**src/rtl/pipe_dest_tracker.sv**
```systemverilog
// pipe_dest_tracker: tracks pending destination-register tags through the
// EX/MEM/WB stages. It also produces the PC, IF/ID and ID/EX control for
// hazard stalls and whole-pipeline holds. A watchdog raises a sticky error
// flag if a stall lasts longer than the pipeline can legitimately need.
// Optional feature: define STALL_STATS_EN to add a saturating 16-bit
// bubble counter on the stall_count port.
module pipe_dest_tracker (
  input  logic        clk,
  input  logic        rst,
  input  logic [3:0]  opcode_decode,
  input  logic [2:0]  w_decode,
  input  logic        stall,
  input  logic        hold,
  output logic [2:0]  w_exec,
  output logic [2:0]  w_mem,
  output logic [2:0]  w_wb,
  output logic        pc_en,
  output logic        ifid_en,
  output logic        idex_bubble,
  output logic        stall_err
`ifdef STALL_STATS_EN
  ,
  output logic [15:0] stall_count
`endif
);

  typedef enum logic {
    RUN     = 1'b0,
    STALLED = 1'b1
  } state_t;

  state_t     state;
  logic [1:0] run_len;
  logic       writes;
  logic [2:0] issued_tag;

  // Opcodes 1..10 write a register. Tag 0 already means "no write", so a
  // zero destination needs no special case.
  always_comb begin
    writes     = (opcode_decode >= 4'd1) && (opcode_decode <= 4'd10);
    issued_tag = writes ? w_decode : 3'd0;
  end

  // Pipeline enables follow the inputs directly. Hold freezes everything,
  // including the bubble, so it takes priority over stall.
  always_comb begin
    pc_en       = ~hold & ~stall;
    ifid_en     = ~hold & ~stall;
    idex_bubble = ~hold & stall;
  end

  // Destination tag shift register. A stalled decode slot enters EX as a
  // bubble (tag 0), and hold freezes all three stages.
  always_ff @(posedge clk) begin
    if (rst) begin
      w_exec <= 3'd0;
      w_mem  <= 3'd0;
      w_wb   <= 3'd0;
    end else if (!hold) begin
      w_wb   <= w_mem;
      w_mem  <= w_exec;
      w_exec <= stall ? 3'd0 : issued_tag;
    end
  end

  // Stall watchdog FSM. The entry cycle into STALLED counts as the first
  // stall cycle and leaves run_len at 0. Each later stall cycle advances
  // run_len, so run_len >= 2 on a stall cycle marks the 4th consecutive
  // bubble. That is one more than any real hazard needs, so it is flagged.
  always_ff @(posedge clk) begin
    if (rst) begin
      state     <= RUN;
      run_len   <= 2'd0;
      stall_err <= 1'b0;
    end else if (!hold) begin
      case (state)
        RUN: begin
          run_len <= 2'd0;
          if (stall) begin
            state <= STALLED;
          end
        end
        STALLED: begin
          if (stall) begin
            if (run_len >= 2'd2) begin
              stall_err <= 1'b1;
            end
            if (run_len != 2'd3) begin
              run_len <= run_len + 2'd1;
            end
          end else begin
            state   <= RUN;
            run_len <= 2'd0;
          end
        end
        default: begin
          state   <= RUN;
          run_len <= 2'd0;
        end
      endcase
    end
  end

`ifdef STALL_STATS_EN
  // Bubble statistics: counts every bubble cycle and sticks at all-ones.
  always_ff @(posedge clk) begin
    if (rst) begin
      stall_count <= 16'd0;
    end else if (idex_bubble && (stall_count != 16'hFFFF)) begin
      stall_count <= stall_count + 16'd1;
    end
  end
`endif

endmodule

```
**config.mk**
```make
export PLATFORM = sky130hd
export DESIGN_NAME = pipe_dest_tracker
export DESIGN_NICKNAME = d
export VERILOG_FILES = /design/src/rtl/pipe_dest_tracker.sv
export SDC_FILE = /design/constraint.sdc
export NUM_CORES = 1
export LEC_CHECK = 0
export BUFFER_PORTS_ARGS = -buffer_cell sky130_fd_sc_hd__clkbuf_2
export CAP_MARGIN = 30
export CORE_AREA = 3 3 40 42
export DETAILED_ROUTE_END_ITERATION = 10
export DIE_AREA = 0 0 43 45
export PLACE_DENSITY_LB_ADDON = 0.15
export SYNTH_ARGS = -nofsm -noshare
export SYNTH_HDL_FRONTEND = slang
export SYNTH_SLANG_ARGS = --single-unit
```
**constraint.sdc**
```tcl
create_clock -name clk -period 2.7 [get_ports clk]
set_input_delay 0.405 -clock clk [delete_from_list [all_inputs] [get_ports clk]]
set_output_delay 0.405 -clock clk [all_outputs]
set_load 0.05 [all_outputs]
```
==> results.md <==
* Full die area at 0.00194 mm2
* Setup CP Type: in2out
* Post-CTS setup buffer count at 0
* Register area share after synthesis at between 40% and 50%
* Chip width at 43 um
* Hold path depth at 2
* Critical Path RT at 2.30 ns
* DPL Wire Length at 791 um
* Final setup vio count at 0
* Max_cap viols at 0
* Global-route wire length before repair at roughly 1.7 mm
* R2R Path Start: run_len[0]
* Largest family of logic cells by synthesized area: simple AND/OR/NAND/NOR gates
* Syn Area/Cell at about 10 um2
* CP bufs+invs at 2
* Max Clock Skew at 0.00297 ns
* Reg2reg path depth at 4
* Predominant post-synthesis flop cell: dfxtp_1
* Max-slew headroom at about four fifths
* Synth Instances at 54
* Max FO, Critical Path at 14
* Unrepaired setup endpoints after global routing: no
* Post-Synth Simple-Gate Area at around 16%
* Period minus WS final at between 1.5 and 2 ns
* Inserted Diodes at 0
* Fmax at 628 MHz
* Reg2Reg Setup Slack at 1.34 ns
* Total power at 0.365 mW
* Area grow syn2layout at 27.0%
* Post-synthesis adder-cell area fraction at ~4.7%
* Root buffer cell: clkbuf_4
* Synth cell count leaders: dfxtp_1 (13), nor2_1 (9), mux2i_1 (6)
* Clk buf depth at 2
* TritonRoute pass-1 iters at 2
* Core area at 0.00128 mm2
* Vias in the first global route at 419
* ANT nets after route at 0
* Nets@finish at between 90 and 100
* Crit path DAT at 1.19 ns
* Starting density of the core at ~41%
* Worst path top cell family by delay: buffers and inverters
* FILL cells at ~140
* Num CTS Buffers at 3
* Placement Cell Area at 651 um2
* Clock transition at the registers of the reported paths at 0.08 ns
* PwrDens at approximately 540 mW/mm2
* Hold wc startpoint: w_decode[0]
* Share of post-route cells with drive strength above 1 at about 36%
* Synth warnings at 0
* Cell Rows at 13
* WL per Instance at 11.2 um
* Fraction of the mapped netlist area in compound gates at 15.5%
* Top cells by area, synth: dfxtp_1 (49%), mux2i_1 (11%), nor2_1 (6.3%)
* Core Util, Final at around 53%
* Via Count at 462
* Clk Latency, worst-skew pair at approximately 0.27 ns
* Syn nets at 67
* Pin count of the biggest net entering global routing at 15
* Post-route clock period utilization at 58.9%
* Slowest Stage Delay on Critical Path at 0.31 ns
* Final Max Tran Viols at 0
* Top cell type's share of synthesized area at 48.8%
* Post-synthesis xor/xnor area fraction at 0%
* Vias/cell at 4.97
* Register Area at 260 um2
* Post-cts sizing count at 0
* Clock Power Share at between 30% and 40%
* IO Port Bufs at 23
* Min-Delay Path Class: in2reg
* Slowest stage cell, crit path: clkbuf_2
* Count leader, synth: dfxtp_1
* Hold Vio Cnt, Final at 0
* Initial antenna violation count at 0
* FF+latch count, synth at 13
* Fin Setup TNS at 0 ns
* Peak VDD IR at 0.438 mV
* Startpoint Class: input port
* I/O pin cnt at 24
* Final Cell Area at 677 um2
* Synth area leader: dfxtp_1
* # DRC at 0
* Iter 0 DRT Violations at 3
* Critical-path cell list: clkbuf_2, nor2b_1, clkbuf_2
* Combinational share of power at 13.3%
* EDFF count, synth at 0
* Cell Int Power at 0.268 mW
* Multi-input logic area at approximately 250 um2
* Async SR Flop Fraction at 0%
* Worst R2R End: run_len[1]
* NetSw at around 0.096 mW
* Worst-Margin Slew at between 0.3 and 0.4 ns
* GP Congestion at between 0.6 and 0.7
* Switching Share at 26.5%
* Worst hold endpoint: w_exec[0]
* Post-synthesis mux area share at 11.3%
* Worst Setup End Kind: output port
* CTS tree: built
* Post-Syn Area at 533 um2
* Final WL at 1.04 mm
* H-tree depth at 1
* Cell mode on critical path: clkbuf_2
* Status: finished clean
* Share of power burned in registers at 54.3%
* Die Y at around 45 um
* GR Util All Layers at 12.1%
* Yosys cell types at 19
* Hold buffers post-CTS at 0
* GRT overflow at 0
* CTS Sinks at 13
* Lkg Pwr at approximately 0.33 nW
==> per-layer routing <==
metal / vias up / GRT usage [%] / part of all wire, %
met4: 0 / 5.42 / 0.87
met1: 200 / 14.7 / 49
met2: 19 / 18.9 / 43
met5: - / 0 / 0
li1: 241 / - / -
met3: 2 / 4.78 / 7.7
==> power by group through the flow <==
stage / Clock (mW) / Combinational, mW / Sequential [mW]
final: 0.118 / 0.0484 / 0.198
after global routing: 0.131 / 0.0524 / 0.199
after CTS: 0.121 / 0.0492 / 0.198
after detailed placement: 0 / 0.0490 / 0.202
after global placement: 0 / 0.0484 / 0.202
after floorplan: 0 / 0.0257 / 0.211
==> through the flow <==
stage	setup slack [ns]	hold slack, ns	instances
2_1_floorplan	0.674	0.463	54
3_3_place_gp	1.11	0.456	89
3_5_place_dp	1.10	0.468	89
4_1_cts	1.09	0.344	93
5_1_grt	1.02	0.356	93
6_report	1.11	0.344	93
==> worst max path at each step <==
stage	startpoint	slack, ns	endpoint	depth (start not counted)
2_1_floorplan	hold	0.67	pc_en	3
3_3_place_gp	hold	1.11	idex_bubble	3
3_5_place_dp	hold	1.10	idex_bubble	3
4_1_cts	hold	1.09	idex_bubble	3
5_1_grt	hold	1.02	idex_bubble	3
6_report	hold	1.11	idex_bubble	3
==> area by class of cell <==
| type | instances | area share (%) |
|---|---|---|
| clock buffers | 4 | 3.88 |
| inverters | 1 | 0.555 |
| multi-input cells | 37 | 37.3 |
| well taps | 15 | 2.77 |
| repair buffers | 23 | 17.0 |
| flip-flops and latches | 13 | 38.4 |
==> registers in the layout, summed over array words and instances, names as in the netlist <==
register,flops
w_wb,3
state,1
run_len,2
stall_err,1
w_exec,3
w_mem,3
==> cell usage in the layout, fill, tap and decap left out, types with 2 or more instances in the layout <==
cell type,Yosys,routed
clkbuf_2,0,23
dfxtp_1,13,13
nor2_1,9,9
mux2i_1,6,6
a21oi_1,4,4
nand2_1,3,3
a22o_1,3,3
clkbuf_4,0,3
nor2b_1,2,2
or4_1,2,2
ha_1,2,2
==> cell families after synthesis <==
kind of cell	count (synthesis)
flip-flops	13
adder cells (fa/ha/maj)	2
AND/OR/NAND/NOR	18
buffers and inverters	4
AO/OA/AOI/OAI	11
multiplexers	6
Note: power is estimated with default switching activity, not from simulation.
